**src/rtl/spine_port_arbiter_pkg.sv**
```systemverilog
// Shared types and defaults for the spine router's round-robin port arbiter.
package spine_arb_pkg;

  localparam int NUM_PORTS_DEF = 11;
  localparam int IDX_W_DEF     = 4;
  localparam int TIMEOUT_DEF   = 64;
  localparam int TO_W_DEF      = 16;

  typedef enum logic [1:0] {
    IDLE  = 2'd0,
    OFFER = 2'd1,
    BUSY  = 2'd2
  } arb_state_e;

endpackage

```
**src/rtl/spine_port_arbiter_if.sv**
```systemverilog
// Handshake bundle between the input ports, the arbiter (master) and the forwarding engine (slave).
interface spine_port_arbiter_if #(
  parameter int NUM_PORTS = spine_arb_pkg::NUM_PORTS_DEF,
  parameter int IDX_W     = spine_arb_pkg::IDX_W_DEF
);
  logic [NUM_PORTS-1:0] req;
  logic [NUM_PORTS-1:0] grant;
  logic [IDX_W-1:0]     grant_idx;
  logic                 grant_valid;
  logic                 grant_ack;
  logic                 xfer_done;
  logic                 timeout_err;
  logic [15:0]          stat_grants;

  modport master (
    input  req, grant_ack, xfer_done,
    output grant, grant_idx, grant_valid, timeout_err, stat_grants
  );

  modport slave (
    output req, grant_ack, xfer_done,
    input  grant, grant_idx, grant_valid, timeout_err, stat_grants
  );
endinterface

```
**src/rtl/spine_port_arbiter_rr_pick.sv**
```systemverilog
// Combinational rotating-priority encoder: first set request at or after rr_ptr, wrapping.
module spine_rr_pick
  import spine_arb_pkg::*;
#(
  parameter int NUM_PORTS = NUM_PORTS_DEF,
  parameter int IDX_W     = IDX_W_DEF
) (
  input  logic [NUM_PORTS-1:0] req,
  input  logic [IDX_W-1:0]     rr_ptr,
  output logic [NUM_PORTS-1:0] winner,
  output logic [IDX_W-1:0]     winner_idx,
  output logic                 found
);

  logic [IDX_W:0]   pos_sum;
  logic [IDX_W-1:0] pos;

  always_comb begin
    // NOTE: every output gets a default before the loop so no path can infer a latch.
    winner     = '0;
    winner_idx = '0;
    found      = 1'b0;
    pos_sum    = '0;
    pos        = '0;
    for (int i = 0; i < NUM_PORTS; i++) begin
      pos_sum = {1'b0, rr_ptr} + (IDX_W+1)'(i);
      if (pos_sum >= (IDX_W+1)'(NUM_PORTS))
        pos_sum = pos_sum - (IDX_W+1)'(NUM_PORTS);
      pos = pos_sum[IDX_W-1:0];
      if (!found && req[pos]) begin
        found       = 1'b1;
        winner[pos] = 1'b1;
        winner_idx  = pos + IDX_W'(1);
      end
    end
  end

endmodule

```
**src/rtl/spine_port_arbiter.sv**
```systemverilog
// Round-robin arbiter sharing the forwarding engine: offer/accept/complete handshake plus stall watchdog.
// Optional completed-grant counter enabled by defining SPINE_ARB_STATS_EN.
module spine_port_arbiter
  import spine_arb_pkg::*;
#(
  parameter int NUM_PORTS = NUM_PORTS_DEF,
  parameter int IDX_W     = IDX_W_DEF,
  parameter int TIMEOUT   = TIMEOUT_DEF,
  parameter int TO_W      = TO_W_DEF
) (
  input logic clk,
  input logic reset,
  spine_port_arbiter_if.master bus
);

  localparam logic [TO_W-1:0]  WD_LAST  = TO_W'(TIMEOUT - 1);
  localparam logic [IDX_W-1:0] LAST_IDX = IDX_W'(NUM_PORTS);

  arb_state_e           state;
  logic [IDX_W-1:0]     rr_ptr;
  logic [TO_W-1:0]      wd_cnt;
  logic [NUM_PORTS-1:0] pick_onehot;
  logic [IDX_W-1:0]     pick_idx;
  logic                 pick_found;

  spine_rr_pick #(
    .NUM_PORTS (NUM_PORTS),
    .IDX_W     (IDX_W)
  ) u_pick (
    .req        (bus.req),
    .rr_ptr     (rr_ptr),
    .winner     (pick_onehot),
    .winner_idx (pick_idx),
    .found      (pick_found)
  );

  // NOTE: all state and outputs are non-blocking so every read sees last cycle's value.
  always_ff @(posedge clk or posedge reset) begin
    if (reset) begin
      state           <= IDLE;
      rr_ptr          <= '0;
      wd_cnt          <= '0;
      bus.grant       <= '0;
      bus.grant_idx   <= '0;
      bus.grant_valid <= 1'b0;
      bus.timeout_err <= 1'b0;
    end else begin
      bus.timeout_err <= 1'b0;
      case (state)
        IDLE: begin
          if (pick_found) begin
            bus.grant       <= pick_onehot;
            bus.grant_idx   <= pick_idx;
            bus.grant_valid <= 1'b1;
            state           <= OFFER;
          end
        end
        OFFER: begin
          // Acceptance beats a simultaneous request drop.
          if (bus.grant_ack) begin
            state  <= BUSY;
            rr_ptr <= (bus.grant_idx == LAST_IDX) ? '0 : bus.grant_idx;
            wd_cnt <= '0;
          end else if ((bus.req & bus.grant) == '0) begin
            bus.grant       <= '0;
            bus.grant_idx   <= '0;
            bus.grant_valid <= 1'b0;
            state           <= IDLE;
          end
        end
        BUSY: begin
          if (bus.xfer_done) begin
            bus.grant       <= '0;
            bus.grant_idx   <= '0;
            bus.grant_valid <= 1'b0;
            state           <= IDLE;
          end else if (wd_cnt == WD_LAST) begin
            bus.timeout_err <= 1'b1;
            bus.grant       <= '0;
            bus.grant_idx   <= '0;
            bus.grant_valid <= 1'b0;
            state           <= IDLE;
          end else begin
            wd_cnt <= wd_cnt + TO_W'(1);
          end
        end
        default: begin
          bus.grant       <= '0;
          bus.grant_idx   <= '0;
          bus.grant_valid <= 1'b0;
          state           <= IDLE;
        end
      endcase
    end
  end

`ifdef SPINE_ARB_STATS_EN
  // Counts completions only; a watchdog abort is not a completed grant.
  always_ff @(posedge clk or posedge reset) begin
    if (reset)
      bus.stat_grants <= '0;
    else if (state == BUSY && bus.xfer_done && bus.stat_grants != 16'hFFFF)
      bus.stat_grants <= bus.stat_grants + 16'd1;
  end
`else
  assign bus.stat_grants = '0;
`endif

endmodule
```
**src/flat_wrapper.sv**
```systemverilog
// flat-port wrapper written by rule: the top's interface ports become plain ports
module spine_port_arbiter_flat import spine_arb_pkg::*;
#(
  parameter int NUM_PORTS = NUM_PORTS_DEF,
  parameter int IDX_W     = IDX_W_DEF,
  parameter int TIMEOUT   = TIMEOUT_DEF,
  parameter int TO_W      = TO_W_DEF
)
  (clk, reset, bus_req, bus_grant_ack, bus_xfer_done, bus_grant, bus_grant_idx, bus_grant_valid, bus_timeout_err, bus_stat_grants);
  spine_port_arbiter_if #(.NUM_PORTS(NUM_PORTS), .IDX_W(IDX_W)) bus_i ();
  input logic clk;
  input logic reset;
  input wire logic [$bits(bus_i.req)-1:0] bus_req;
  input wire logic [$bits(bus_i.grant_ack)-1:0] bus_grant_ack;
  input wire logic [$bits(bus_i.xfer_done)-1:0] bus_xfer_done;
  output wire logic [$bits(bus_i.grant)-1:0] bus_grant;
  output wire logic [$bits(bus_i.grant_idx)-1:0] bus_grant_idx;
  output wire logic [$bits(bus_i.grant_valid)-1:0] bus_grant_valid;
  output wire logic [$bits(bus_i.timeout_err)-1:0] bus_timeout_err;
  output wire logic [$bits(bus_i.stat_grants)-1:0] bus_stat_grants;
  assign bus_i.req = bus_req;
  assign bus_i.grant_ack = bus_grant_ack;
  assign bus_i.xfer_done = bus_xfer_done;
  assign bus_grant = bus_i.grant;
  assign bus_grant_idx = bus_i.grant_idx;
  assign bus_grant_valid = bus_i.grant_valid;
  assign bus_timeout_err = bus_i.timeout_err;
  assign bus_stat_grants = bus_i.stat_grants;
  spine_port_arbiter #(.NUM_PORTS(NUM_PORTS), .IDX_W(IDX_W), .TIMEOUT(TIMEOUT), .TO_W(TO_W)) u_core (.clk(clk), .reset(reset), .bus(bus_i));
endmodule
```
**config.mk**
```make
export PLATFORM = sky130hd
export DESIGN_NAME = spine_port_arbiter_flat
export DESIGN_NICKNAME = d
export VERILOG_FILES = /design/src/rtl/spine_port_arbiter_pkg.sv /design/src/rtl/spine_port_arbiter_if.sv /design/src/rtl/spine_port_arbiter_rr_pick.sv /design/src/rtl/spine_port_arbiter.sv /design/src/flat_wrapper.sv
export SDC_FILE = /design/constraint.sdc
export NUM_CORES = 1
export LEC_CHECK = 0
export ABC_AREA = 1
export BUFFER_PORTS_ARGS = -buffer_cell sky130_fd_sc_hd__buf_2
export CAP_MARGIN = 20
export CORE_MARGIN = 2
export CORE_UTILIZATION = 45
export DETAILED_ROUTE_END_ITERATION = 16
export GPL_TIMING_DRIVEN = 0
export PLACE_DENSITY = 0.6
export SLEW_MARGIN = 40
export SYNTH_ARGS = -nofsm -noshare
export SYNTH_HDL_FRONTEND = slang
export SYNTH_HIERARCHICAL = 1
export SYNTH_SLANG_ARGS = --single-unit
```
**constraint.sdc**
```tcl
create_clock -name clk -period 4.65 [get_ports clk]
set_input_delay 1.1625 -clock clk [delete_from_list [all_inputs] [get_ports clk]]
set_output_delay 1.1625 -clock clk [all_outputs]
set_load 0.02 [all_outputs]
```
==> impl_results.html <==
<table>
<tr><th>Metric</th><th>Value</th></tr>
<tr><th colspan="2">Outcome</th></tr>
<tr><td>Run status</td><td>finished, final reports clean</td></tr>
<tr><th colspan="2">Final layout</th></tr>
<tr><td>Filler Cell Count</td><td>around 1700</td></tr>
<tr><td>Final layout net count</td><td>between 1000 and 1500</td></tr>
<tr><td>Finished layout cell area</td><td>just over 0.008 mm^2</td></tr>
<tr><td>Inserted Diodes</td><td>0</td></tr>
<tr><td>Total area of multi-input combinational cells</td><td>around 0.0057 mm^2</td></tr>
<tr><td>Layout overhead on the synthesized area</td><td>12.43%</td></tr>
<tr><td>Sequential cell area</td><td>980.9 um^2</td></tr>
<tr><td>Fraction of layout instances using a drive strength above 1</td><td>between 10% and 20%</td></tr>
<tr><th colspan="2">Floorplanning</th></tr>
<tr><td>Number of cell rows</td><td>46</td></tr>
<tr><td>I/O pin cnt</td><td>48</td></tr>
<tr><td>Die Area</td><td>about 0.017 mm^2</td></tr>
<tr><td>Effective utilization at floorplan</td><td>45.91%</td></tr>
<tr><td>Core area</td><td>between 0.015 and 0.02 mm^2</td></tr>
<tr><td>Die boundary width</td><td>between 100 and 150 um</td></tr>
<tr><td>Chip height</td><td>~130 um</td></tr>
<tr><th colspan="2">Placement</th></tr>
<tr><td>Detail Placement HPWL</td><td>20440 um</td></tr>
<tr><td>Placement Cell Area</td><td>around 0.0078 mm^2</td></tr>
<tr><td>Gp weighted congestion</td><td>0.9489</td></tr>
<tr><td>Input/output buffers</td><td>31</td></tr>
<tr><th colspan="2">Setup path</th></tr>
<tr><td>Worst EP required</td><td>about 4.9 ns</td></tr>
<tr><td>End point of the critical path</td><td>u_core/bus.grant[7]$_DFFE_PP0P_</td></tr>
<tr><td>Launching point of the worst reg2reg path</td><td>u_core/rr_ptr[2]$_DFFE_PP0P_</td></tr>
<tr><td>Capture instance of the worst register-to-register path</td><td>u_core/bus.grant[7]$_DFFE_PP0P_</td></tr>
<tr><td>Critical Path AT</td><td>about 4.5 ns</td></tr>
<tr><td>Critical Path Start Type</td><td>flip-flop</td></tr>
<tr><td>Beginning of the critical path</td><td>u_core/rr_ptr[2]$_DFFE_PP0P_</td></tr>
<tr><td>Worst R2R Path Depth</td><td>22</td></tr>
<tr><td>R2R setup slack</td><td>around 0.33 ns</td></tr>
<tr><td>Worst-path fanout max</td><td>15</td></tr>
<tr><td>Crit Path Class</td><td>flip-flop to flip-flop</td></tr>
<tr><td>Worst setup EP type</td><td>flip-flop</td></tr>
<tr><th colspan="2">Drt</th></tr>
<tr><td>DRT antenna net count</td><td>0</td></tr>
<tr><td>Routed WL</td><td>roughly 26000 um</td></tr>
<tr><td>Via density per instance</td><td>between 5 and 6</td></tr>
<tr><td>Total via count after detailed routing</td><td>around 8300</td></tr>
<tr><td>Average wire per standard cell</td><td>around 17 um</td></tr>
<tr><td>TritonRoute pass-1 iters</td><td>5</td></tr>
<tr><td>DRC violation count after routing</td><td>0</td></tr>
<tr><td>Violation count after the first detailed-route iteration</td><td>about 940</td></tr>
<tr><th colspan="2">Synthesis</th></tr>
<tr><td>Fraction of post-synthesis cell area in the top cell type by area</td><td>17.82%</td></tr>
<tr><td>Dominant cells by area after synthesis</td><td>sky130_fd_sc_hd__nand2_1, sky130_fd_sc_hd__nand3_1, sky130_fd_sc_hd__dfrtp_1</td></tr>
<tr><td>Cell area after synthesis</td><td>~0.0073 mm^2</td></tr>
<tr><td>Most instantiated cells after synthesis</td><td>sky130_fd_sc_hd__nand2_1, sky130_fd_sc_hd__nand3_1, sky130_fd_sc_hd__nor2_1</td></tr>
<tr><td>Leading area contributor after synthesis</td><td>sky130_fd_sc_hd__nand2_1</td></tr>
<tr><td>Prevailing post-synth register cell</td><td>sky130_fd_sc_hd__dfrtp_1</td></tr>
<tr><td>Number of synthesis warnings</td><td>6</td></tr>
<tr><td>Portion of the post-synthesis area used by sequential elements</td><td>13.43%</td></tr>
<tr><td>Count of state elements after synthesis</td><td>39</td></tr>
<tr><td>Average instance area after synthesis</td><td>5.842 um^2</td></tr>
<tr><td>Async SR Flop Fraction</td><td>between 90% and 100%</td></tr>
<tr><td>Number of standard cells after synthesis</td><td>roughly 1200</td></tr>
<tr><td>Number of flops mapped to enable cells by yosys</td><td>0</td></tr>
<tr><td>Most used standard cell by instance count after synthesis</td><td>sky130_fd_sc_hd__nand2_1</td></tr>
<tr><td>Post-synth cell types</td><td>46</td></tr>
<tr><th colspan="2">GRT</th></tr>
<tr><td>Maximum number of pins on one net before global-route repair</td><td>40</td></tr>
<tr><td>Number of antenna violations at the first check in global routing</td><td>0</td></tr>
<tr><td>Wire length of the first global-routing pass</td><td>between 30000 and 40000 um</td></tr>
<tr><td>Via count of the first global-routing pass</td><td>roughly 7000</td></tr>
<tr><td>Global Route Usage Sum</td><td>between 20 and 30%</td></tr>
<tr><td>Global route total overflow</td><td>0</td></tr>
<tr><th colspan="2">Clock network</th></tr>
<tr><td>Clock latency reported for the late side of the worst-skew pair</td><td>around 0.29 ns</td></tr>
<tr><td>H-tree levels</td><td>2</td></tr>
<tr><td>CTS tree</td><td>yes</td></tr>
<tr><td>Clock transition time at the flip-flop clock pins of the worst setup and hold paths</td><td>0.06 ns</td></tr>
<tr><td>CTS root buf</td><td>sky130_fd_sc_hd__clkbuf_16</td></tr>
<tr><td>Number of buffers added to fix hold violations after cts</td><td>0</td></tr>
<tr><td>Number of buffers on the longest clock path</td><td>2</td></tr>
<tr><td>Clock buffers created by TritonCTS</td><td>5</td></tr>
<tr><td>TritonCTS sink count</td><td>39</td></tr>
<tr><th colspan="2">Timing</th></tr>
<tr><td>Smallest hold slack</td><td>roughly 0.48 ns</td></tr>
<tr><td>Total of endpoints with negative setup slack in the final report</td><td>0</td></tr>
<tr><td>Headroom to the max-slew limit</td><td>43.73%</td></tr>
<tr><td>Setup repair after global routing missed its margin</td><td>no</td></tr>
<tr><td>Final worst clock skew</td><td>0.006367 ns</td></tr>
<tr><td>Number of hold-slack violations in the final timing report</td><td>0</td></tr>
<tr><td>Final sum of negative setup slack</td><td>0 ns</td></tr>
<tr><td>Final Max Tran Viols</td><td>0</td></tr>
<tr><td>Time the worst path needs with I/O delays and setup</td><td>around 4.3 ns</td></tr>
<tr><td>Upper clock frequency limit</td><td>between 200 and 250 MHz</td></tr>
<tr><td>Post-route fraction of the period consumed by the critical path</td><td>between 90 and 100%</td></tr>
<tr><td>Tightest Pin Transition</td><td>0.8352 ns</td></tr>
<tr><th colspan="2">Flow run</th></tr>
<tr><td>Max-cap violations</td><td>0</td></tr>
<tr><th colspan="2">Hold path</th></tr>
<tr><td>Worst min path class</td><td>flip-flop to flip-flop</td></tr>
<tr><td>Worst min-delay path startpoint</td><td>u_core/bus.grant_valid$_DFFE_PP0P_</td></tr>
</table>
==> repair_timing <==
item	4_1_cts	5_1_grt
buffers inserted	1	8
endpoints found under the setup margin	17	16
pin swaps	1	1
gates resized for setup	16	35
==> logic make-up after synthesis <==
family / synth area share, %
compound gates: 11.88
xor+xnor: 5.475
fa+ha+maj: 9.986
buf+inv: 10.81
flops: 13.43
other cells: 0.05160
simple gates: 48.36
==> per-layer routing <==
metal | global-route usage [%] | routed length, um | up-vias
li1 | - | - | 4183
met1 | 46.56 | 12630 | 3754
met2 | 42.82 | 10650 | 310
met3 | 3.369 | 1905 | 30
met4 | 5.444 | 436 | 0
met5 | 0 | 0 | -
==> placed cells by master (no fill, tap or decap), types with 16 or more instances in the layout <==
| cell type | count |
|---|---|
| sky130_fd_sc_hd__nand3_1 | 198 |
| sky130_fd_sc_hd__o21ai_0 | 58 |
| sky130_fd_sc_hd__inv_1 | 112 |
| sky130_fd_sc_hd__buf_4 | 29 |
| sky130_fd_sc_hd__a21oi_1 | 30 |
| sky130_fd_sc_hd__nand2_1 | 339 |
| sky130_fd_sc_hd__dfrtp_1 | 37 |
| sky130_fd_sc_hd__xor2_1 | 28 |
| sky130_fd_sc_hd__conb_1 | 16 |
| sky130_fd_sc_hd__ha_1 | 58 |
| sky130_fd_sc_hd__nand4_1 | 42 |
| sky130_fd_sc_hd__nor2_1 | 136 |
| sky130_fd_sc_hd__nand2_2 | 16 |
| sky130_fd_sc_hd__buf_2 | 39 |
==> metrics by stage <==
| stage | setup slack (ns) | cells | util [%] |
|---|---|---|---|
| floorplan | 0.7112 | 1259 | - |
| global placement | -0.3833 | 1506 | 48.96 |
| detailed placement | -0.4707 | 1506 | 48.97 |
| CTS | 0.006507 | 1514 | 50.40 |
| global route | 0.02819 | 1521 | 51.62 |
| finish | 0.3288 | 1521 | 51.62 |
==> critical path, stage by stage (launching register included) <==
cell                      delay (ns)
sky130_fd_sc_hd__dfrtp_4        0.58
sky130_fd_sc_hd__inv_4          0.19
sky130_fd_sc_hd__ha_1           0.32
sky130_fd_sc_hd__nand2_1        0.13
sky130_fd_sc_hd__nand2_4        0.16
sky130_fd_sc_hd__nand2_1        0.08
sky130_fd_sc_hd__o21ai_2        0.14
sky130_fd_sc_hd__inv_1          0.20
sky130_fd_sc_hd__nand3_1        0.13
sky130_fd_sc_hd__nand2_1        0.14
sky130_fd_sc_hd__nand2_1        0.12
sky130_fd_sc_hd__nand2_1        0.08
sky130_fd_sc_hd__nor2_4         0.26
sky130_fd_sc_hd__nand4_4        0.20
sky130_fd_sc_hd__nor3_4         0.24
sky130_fd_sc_hd__nand4_4        0.18
sky130_fd_sc_hd__or3_4          0.43
sky130_fd_sc_hd__nor3_1         0.16
sky130_fd_sc_hd__a21oi_1        0.09
sky130_fd_sc_hd__nand2_4        0.12
sky130_fd_sc_hd__buf_6          0.16
sky130_fd_sc_hd__nand2_1        0.06
sky130_fd_sc_hd__nand2_1        0.06
==> registers in the layout, summed over array words and instances, names as in the netlist <==
| name | flops |
|---|---|
| u_core/wd_cnt | 16 |
| u_core/bus.timeout_err | 1 |
| u_core/bus.grant_idx | 4 |
| u_core/state | 2 |
| u_core/bus.grant | 11 |
| u_core/bus.grant_valid | 1 |
| u_core/rr_ptr | 4 |
==> area by class of cell <==
cell class | instances | area share (%)
plain buffers | 47 | 3.783
clock buffers | 5 | 1.531
clock inverters | 2 | 0.4594
inverters | 132 | 6.217
multi-input cells | 1040 | 69.97
flip-flops and latches | 39 | 12.01
well taps | 216 | 3.308
repair buffers | 40 | 2.726
==> worst min-delay path by stage <==
stage                                          to  slack (ns)  depth (start not counted)
2_1_floorplan        u_core/wd_cnt[0]$_DFFE_PP0P_        0.47                          1
3_3_place_gp   u_core/bus.grant_valid$_DFFE_PP0P_        0.46                          2
3_5_place_dp   u_core/bus.grant_valid$_DFFE_PP0P_        0.47                          2
4_1_cts        u_core/bus.grant_valid$_DFFE_PP0P_        0.49                          2
5_1_grt           u_core/bus.grant[9]$_DFFE_PP0P_        0.53                          2
6_report       u_core/bus.grant_valid$_DFFE_PP0P_        0.48                          2
Power is not shown: default switching activity piles up to over one toggle a cycle in this logic, so the estimate is an artifact.
